## src/rtl/bg_pattern_gen_pkg.sv

```systemverilog
// Shared constants and config types for the background pattern generator.
// Pattern mode encodings match the SPI register block's background_state field.
package bg_pkg;

    localparam int COLOR_W = 6;
    localparam int MODE_W  = 8;
    localparam int CFG_W   = MODE_W + COLOR_W;

    localparam logic [MODE_W-1:0] BG_SOLID   = 8'd0;
    localparam logic [MODE_W-1:0] BG_HGRAD   = 8'd1;
    localparam logic [MODE_W-1:0] BG_VBARS   = 8'd2;
    localparam logic [MODE_W-1:0] BG_CHECKER = 8'd3;
    localparam logic [MODE_W-1:0] BG_DIAG    = 8'd4;
    localparam logic [MODE_W-1:0] BG_PLASMA  = 8'd10;

    localparam logic [MODE_W-1:0] BG_RESET_MODE = BG_PLASMA;

    typedef struct packed {
        logic [MODE_W-1:0]  mode;
        logic [COLOR_W-1:0] color;
    } bg_cfg_t;

    localparam bg_cfg_t BG_CFG_RESET = '{mode: BG_RESET_MODE, color: '0};

endpackage

```

## src/rtl/bg_pattern_gen_cfg_sync.sv

```systemverilog
// Multi-flop synchronizer for a quasi-static config bus, with an optional
// stability filter enabled by the BG_STABLE_FILTER_EN macro.
module cfg_sync #(
    parameter int               WIDTH         = 14,
    parameter int               SYNC_STAGES   = 2,
    parameter int               STABLE_CYCLES = 2,
    parameter logic [WIDTH-1:0] RESET_VAL     = '0
) (
    input  logic             clk,
    input  logic             rst,
    input  logic [WIDTH-1:0] d_async,
    output logic [WIDTH-1:0] accepted
);

    logic [SYNC_STAGES-1:0][WIDTH-1:0] sync_q;
    logic [WIDTH-1:0]                  sync_last;

    assign sync_last = sync_q[SYNC_STAGES-1];

    // NOTE: sequential state uses non-blocking assignments so every flop samples pre-edge values.
    always_ff @(posedge clk) begin
        if (rst) begin
            sync_q <= '0;
        end else begin
            sync_q <= {sync_q[SYNC_STAGES-2:0], d_async};
        end
    end

`ifdef BG_STABLE_FILTER_EN
    localparam int               CNT_W   = $clog2(STABLE_CYCLES) + 1;
    localparam logic [CNT_W-1:0] CNT_MAX = CNT_W'(STABLE_CYCLES - 1);

    logic [WIDTH-1:0] sample_q;
    logic [CNT_W-1:0] cnt_q;
    logic [CNT_W-1:0] cnt_next;

    // NOTE: combinational outputs get a default first so no path infers a latch.
    always_comb begin
        cnt_next = '0;
        if (sync_last == sample_q) begin
            cnt_next = (cnt_q == CNT_MAX) ? CNT_MAX : cnt_q + CNT_W'(1);
        end
    end

    // A multi-bit skewed transition never survives STABLE_CYCLES equal samples.
    always_ff @(posedge clk) begin
        if (rst) begin
            sample_q <= '0;
            cnt_q    <= '0;
            accepted <= RESET_VAL;
        end else begin
            sample_q <= sync_last;
            cnt_q    <= cnt_next;
            if (cnt_next == CNT_MAX) begin
                accepted <= sample_q;
            end
        end
    end
`else
    always_ff @(posedge clk) begin
        if (rst) begin
            accepted <= RESET_VAL;
        end else begin
            accepted <= sync_last;
        end
    end
`endif

endmodule

```

## src/rtl/bg_pattern_gen.sv

```systemverilog
// Pixel-domain background generator: syncs SCLK-domain config, commits it at
// frame_start, and emits a registered 6-bit RGB pixel. Optional macro: BG_STABLE_FILTER_EN.
module bg_pattern_gen
    import bg_pkg::*;
#(
    parameter int SYNC_STAGES   = 2,
    parameter int FRAME_DIV     = 1,
    parameter int STABLE_CYCLES = 2
) (
    input  logic       clk,
    input  logic       rst,
    input  logic [7:0] bg_state_async,
    input  logic [5:0] solid_color_async,
    input  logic [9:0] hpos,
    input  logic [9:0] vpos,
    input  logic       display_on,
    input  logic       frame_start,
    output logic [5:0] rgb,
    output logic [7:0] mode_active,
    output logic [7:0] frame_cnt
);

    bg_cfg_t            acc_cfg;
    logic [COLOR_W-1:0] color_q;
    logic [7:0]         presc_q;
    logic [5:0]         diag_pix;
    logic [5:0]         pix;

    cfg_sync #(
        .WIDTH        (CFG_W),
        .SYNC_STAGES  (SYNC_STAGES),
        .STABLE_CYCLES(STABLE_CYCLES),
        .RESET_VAL    (BG_CFG_RESET)
    ) u_cfg_sync (
        .clk     (clk),
        .rst     (rst),
        .d_async ({bg_state_async, solid_color_async}),
        .accepted(acc_cfg)
    );

    // Config and animation only move at frame boundaries, never mid-frame.
    always_ff @(posedge clk) begin
        if (rst) begin
            mode_active <= BG_RESET_MODE;
            color_q     <= '0;
            frame_cnt   <= '0;
            presc_q     <= '0;
        end else if (frame_start) begin
            mode_active <= acc_cfg.mode;
            color_q     <= acc_cfg.color;
            if (presc_q == 8'(FRAME_DIV - 1)) begin
                presc_q   <= '0;
                frame_cnt <= frame_cnt + 8'd1;
            end else begin
                presc_q <= presc_q + 8'd1;
            end
        end
    end

    assign diag_pix = 6'((hpos + vpos + {2'b00, frame_cnt}) >> 4);

    always_comb begin
        pix = '0;
        case (mode_active)
            BG_SOLID:   pix = color_q;
            BG_HGRAD:   pix = hpos[8:3];
            BG_VBARS:   pix = {hpos[8:6], ~hpos[8:6]};
            BG_CHECKER: pix = (hpos[5] ^ vpos[5]) ? color_q : ~color_q;
            BG_DIAG:    pix = diag_pix;
            BG_PLASMA:  pix = (hpos[7:2] ^ vpos[7:2]) + frame_cnt[5:0];
            default:    pix = '0;
        endcase
    end

    always_ff @(posedge clk) begin
        if (rst) begin
            rgb <= '0;
        end else begin
            rgb <= display_on ? pix : 6'd0;
        end
    end

endmodule

```

## config.mk

```make
export PLATFORM = sky130hd
export DESIGN_NAME = bg_pattern_gen
export DESIGN_NICKNAME = d
export VERILOG_FILES = /design/src/rtl/bg_pattern_gen_pkg.sv /design/src/rtl/bg_pattern_gen_cfg_sync.sv /design/src/rtl/bg_pattern_gen.sv
export SDC_FILE = /design/constraint.sdc
export NUM_CORES = 1
export LEC_CHECK = 0
export BUFFER_PORTS_ARGS = -buffer_cell sky130_fd_sc_hd__buf_2
export CORE_UTILIZATION = 55
export CTS_CLUSTER_SIZE = 25
export DETAILED_ROUTE_END_ITERATION = 10
export PLACE_DENSITY = 0.84
export SKIP_CTS_REPAIR_TIMING = 1
export SLEW_MARGIN = 10
export SYNTH_ARGS = -nofsm -noshare
export SYNTH_HDL_FRONTEND = slang
export SYNTH_HIERARCHICAL = 1
export SYNTH_SLANG_ARGS = --single-unit
export TNS_END_PERCENT = 100
```

## constraint.sdc

```tcl
create_clock -name clk -period 5.6 [get_ports clk]
set_input_delay 0.28 -clock clk [delete_from_list [all_inputs] [get_ports clk]]
set_output_delay 0.28 -clock clk [all_outputs]
set_load 0.02 [all_outputs]
```

### Word-level counts from Yosys, hierarchy flattened

Index checks and enable logic that the tools add are counted.

| storage, ports and cells | value |
|---|---|
| bits in read-only memories | 0 |
| logic and storage cells | 30 |
| RAM bits | 0 |
| output and inout bits | 22 |
| flip-flop bits (word level) | 78 |
| memories kept | 0 |
| bits in latches | 0 |

| operators by class | value |
|---|---|
| shift operators | 0 |
| eq/ne operators | 5 |
| $add $sub $neg | 5 |
| reductions and logical operators | 4 |
| muxes and demuxes | 3 |
| $mul | 0 |
| $lt $le $gt $ge | 0 |
| bitwise operators | 5 |
| divide/modulo/power cells | 0 |

Operators with widths:

| kind | number |
|---|---|
| 6-bit case mux with 6 select lines | 1 |
| 8-bit by 1-bit adder with 8-bit output, second input constant | 2 |
| 8-bit by 2-bit == test with 1-bit output, second input constant | 2 |
| 8-bit logical NOT | 2 |
| 10-bit adder | 1 |
| 10-bit by 8-bit adder with 10-bit output | 1 |
| 8-bit by 1-bit == test with 1-bit output, second input constant | 1 |
| 8-bit by 3-bit == test with 1-bit output, second input constant | 1 |
| 8-bit by 4-bit == test with 1-bit output, second input constant | 1 |
| 8-bit two-way mux | 1 |
| 6-bit adder | 1 |
| 6-bit two-way mux | 1 |
| 6-bit inverter | 1 |
| 6-bit bitwise XOR | 1 |
| 3-bit inverter | 1 |
| 2-bit AND reduction | 1 |
| 2-bit OR reduction | 1 |
| 1-bit inverter | 1 |
| 1-bit bitwise XOR | 1 |

### Depth between registers and ports, before layout

| logic depth | value |
|---|---|
| word-level depth | 3 |
| mapped depth | 10 |
| mapped depth without buffers | 10 |

### By module

Netlist, hierarchy kept.

Modules (own cells, without submodules):

| module | cells an instance | sequential area each (µm²) | area each (µm²) | instances |
|---|---|---|---|---|
| bg_pattern_gen | 265 | 720.7 | 2453.6 | 1 |
| cfg_sync | 88 | 840.8 | 1129.8 | 1 |

### Worst setup path after synthesis

OpenSTA, ideal clock, no wires.

| timing path | value |
|---|---|
| path kind | flip-flop to flip-flop |
| start | register frame_cnt[2] |
| end | register rgb[5] |
| cell stages (with the launch flop) | 11 |
| period minus slack after synthesis | 2434 ps |
| buffers on the path | 0 |
| arrival time | 2309 ps |
| slack | 3166 ps |
| cells stage by stage | dfxtp_1 > inv_1 > fa_1 > inv_1 > ha_1 > nand4_1 > o2111ai_1 > a41oi_1 > o21bai_1 > xnor2_1 > o22ai_1 |

| on the way | value |
|---|---|
| cells in the longest elaborated chain, start to end | 2 |

Ends and longest elaborated chain:

| element | line | text |
|---|---|---|
| start, declared | bg_pattern_gen.sv:20 | `output logic [7:0] frame_cnt` |
| start signal, assigned | bg_pattern_gen.sv:53 | `frame_cnt <= frame_cnt + 8'd1;` |
| 10-bit by 8-bit adder with 10-bit output or 6-bit adder (tied branches) | bg_pattern_gen.sv:60, bg_pattern_gen.sv:70 |  |
| 6-bit case mux with 6 select lines * | bg_pattern_gen.sv:64 | `case (mode_active)` |
| end signal, assigned | bg_pattern_gen.sv:79 | `rgb <= display_on ? pix : 6'd0;` |
| end, declared | bg_pattern_gen.sv:18 | `output logic [5:0] rgb,` |

Mark *: on every way between the ends. The rest lies on a longest branch, timed or not.
A chain may end at the register's enable or synchronous reset.

### Final worst setup path

Ends and elaborated chain as after synthesis.

==> results_dict.tcl <==
set metrics [dict create \
    die_area_um2 6842 \
    irDropWorstVdd_mv 0.2640 \
    synth_fp_nets 422 \
    synth_compound_area_frac 0.08345 \
    p_comb_frac 0.146 \
    nets 477 \
    cts_buffers 9 \
    end_kind "flop" \
    clkTransAtPathRegs_ns 0.07 \
    share_seq_of_total_power 0.502 \
    worstRegToRegCells 10 \
    grt_max_degree 67 \
    grt_pass1_vias 2353 \
    htreeDepth 3 \
    synth-main-ff-cell "dfxtp_1" \
    dp_hpwl_um 4697 \
    synth-seq-cells 78 \
    yosysTopAreaCell "dfxtp_1" \
    finalHoldViolations 0 \
    cp.required_ns 5.83 \
    wire_per_inst_um 12.94 \
    r2r_start "frame_cnt[2]$_SDFFE_PP0P_" \
    avgSynthCellArea_um2 10.15 \
    power.density_nw_per_um2 286.9 \
    status "finished, final reports clean" \
    finalSetupViolations 0 \
    crit_path_start_kind "flop" \
    fmax_ghz 0.3925 \
    syn-instance-count 353 \
    grtUsageTotal 0.2028 \
    finalWorstSetupSlack_ns 3.052 \
    clock_latency_ns 0.35 \
    clock_path_buffers 2 \
    diodes 0 \
    synth_edf_count 0 \
    maxSlewHeadroom 0.5592 \
    synth_common_cells "dfxtp_1 (78), nor2b_1 (45), nor2_1 (32)" \
    yosys_warnings 6 \
    syn_area_um2 3583 \
    place.gp.congestion 0.8919 \
    finalCriticalPeriod_ns 2.548 \
    drc_errors 0 \
    fp.dieW_um 82.72 \
    synth_top_family_by_area "simple AND/OR/NAND/NOR gates" \
    synth_mux_area_frac 0.05377 \
    yosysTopAreaCellShare 0.4358 \
    routed-via-count 2562 \
    max_cap_violations 0 \
    synth_fa_ha_area_frac 0.1250 \
    worst-setup-path-type "flop to flop" \
    grt_pass1_wl_um 10120 \
    gr-total-overflow 0 \
    power_mw 1.172 \
    cts_root_buffer "clkbuf_8" \
    switching_share 0.2547 \
    start_util 0.5676 \
    period_share 0.4549 \
    cp_max_fo 5 \
    cts_sinks 78 \
    layout-drive-gt1-share 0.1985 \
    synth_area_leaders "dfxtp_1 (44%), ha_1 (8.0%), nor2b_1 (7.9%)" \
    drtIter0Drc 137 \
    worst_r2r_endpoint "rgb[5]$_SDFF_PP0_" \
    dr.pass1.iters 4 \
    ys_seq_area_frac 0.4358 \
    worst_hold_path_type "input pin to flop" \
    final.setup.tns_ns 0 \
    area_growth_pct 13.97 \
    rsz0062_at_grt "false" \
    synthXorXnorAreaFrac 0.07577 \
    synthSimpleGateAreaFrac 0.1885 \
    synth_most_common_cell "dfxtp_1" \
    clkPwrFrac 0.352 \
    routed_wl_um 6341 \
    placement_rows 29 \
    io_buffers 59 \
    crit_end "rgb[5]$_SDFF_PP0_" \
    die_h_um 82.72 \
    synthArstFlopShare 0 \
    p_int_uw 873.4 \
    grt_antenna_before_repair 0 \
    p_leak_nw 1.822 \
    tightest_slew_ns 0.6603 \
    cts_tree "built" \
    p_sw_uw 298.4 \
    fin_util 0.6468 \
    slew_violations 0 \
    yosysUniqueCellTypes 43 \
    r2r_slack_ns 3.05 \
    io_pins 60 \
    core_area_um2 6314 \
    arrival_ns 2.78 \
    crit_path_start "frame_cnt[2]$_SDFFE_PP0P_" \
    finalClockSkew_ns 0.006052 \
    viasPerCell 5.229 \
    dp_slack_ns 3.074 \
    postRouteAntennaNets 0 \
]
[cell usage in the layout (no fill, tap or decap), drive strengths merged, types with 5 or more instances in the layout]
| cell | instances |
|---|---|
| mux2i | 17 |
| xor2 | 10 |
| ha | 23 |
| nand4 | 5 |
| fa | 8 |
| inv | 11 |
| o21ai | 5 |
| nand2 | 15 |
| a211oi | 8 |
| o22ai | 5 |
| buf | 60 |
| nand3 | 7 |
| nor2 | 32 |
| nor2b | 45 |
| a21oi | 15 |
| xnor2 | 21 |
| clkbuf | 11 |
| dfxtp | 78 |
[worst min-delay path by stage]
stage	start	end	slack, ns	cells past startpoint
floorplan	rst	u_cfg_sync/accepted[13]$_SDFF_PP0_	0.35	1
global placement	u_cfg_sync/sync_last[9]$_SDFF_PP0_	u_cfg_sync/accepted[9]$_SDFF_PP1_	0.39	1
detailed placement	u_cfg_sync/sync_last[9]$_SDFF_PP0_	u_cfg_sync/accepted[9]$_SDFF_PP1_	0.39	1
CTS	bg_state_async[7]	u_cfg_sync/sync_q[13]$_SDFF_PP0_	0.12	2
global route	bg_state_async[3]	u_cfg_sync/sync_q[9]$_SDFF_PP0_	0.12	2
finish	bg_state_async[7]	u_cfg_sync/sync_q[13]$_SDFF_PP0_	0.14	2
[metal layers]
layer	vias to the layer above	wire length, µm	track usage
met5	-	0	0
met4	0	78	0.08793
met3	11	429	0.07363
met2	86	3129	0.3500
met1	1163	2703	0.2228
li1	1302	-	-
[critical path, stage by stage, from the launching register on]
cell       delay (ns)
dfxtp_1          0.40
inv_1            0.11
fa_1             0.49
inv_1            0.05
ha_1             0.28
nand4_1          0.08
o2111ai_1        0.36
a41oi_1          0.22
o21bai_1         0.20
xnor2_1          0.13
o22ai_1          0.09
[power groups by stage]
| stage | Clock, mW | Combinational [mW] | Sequential [mW] |
|---|---|---|---|
| CTS | 0.423 | 0.172 | 0.589 |
| global route | 0.445 | 0.192 | 0.592 |
| floorplan | 0 | 0.124 | 0.603 |
| finish | 0.412 | 0.171 | 0.589 |
| global placement | 0 | 0.164 | 0.601 |
| detailed placement | 0 | 0.171 | 0.602 |
[sequential cells by signal, indices dropped and copies added (netlist names)]
signal	cells
mode_active	8
color_q	6
u_cfg_sync/accepted	14
rgb	6
u_cfg_sync/sync_last	14
u_cfg_sync/sync_q	14
presc_q	8
frame_cnt	8
[cells by family after synthesis]
| logic type | count (synthesis) |
|---|---|
| AOI/OAI and AO/OA | 46 |
| xor gates and xnor gates | 31 |
| adders and majority gates | 31 |
| buffers and inverters | 26 |
| DFF | 78 |
| muxes | 19 |
| and+or+nand+nor | 122 |
[area by class of cell]
class / instances / area [µm²]
clock buffers: 11 / 141.4
well taps: 77 / 96.34
flip-flops and latches: 78 / 1562
inverters: 10 / 37.54
clock inverters: 5 / 57.56
repair buffers: 60 / 302.8
multi-input cells: 249 / 1887
fillers: 524 / 2230
[per-stage QoR]
stage / std cells / hold WS (ns) / instance area, µm²
after floorplan: 353 / 0.3516 / 3583
final: 490 / 0.1388 / 4084
after detailed placement: 474 / 0.3886 / 3885
after CTS: 490 / 0.1215 / 4084
after global routing: 490 / 0.1199 / 4084
after global placement: 474 / 0.3895 / 3885
Power figures use the tool's default switching activity.
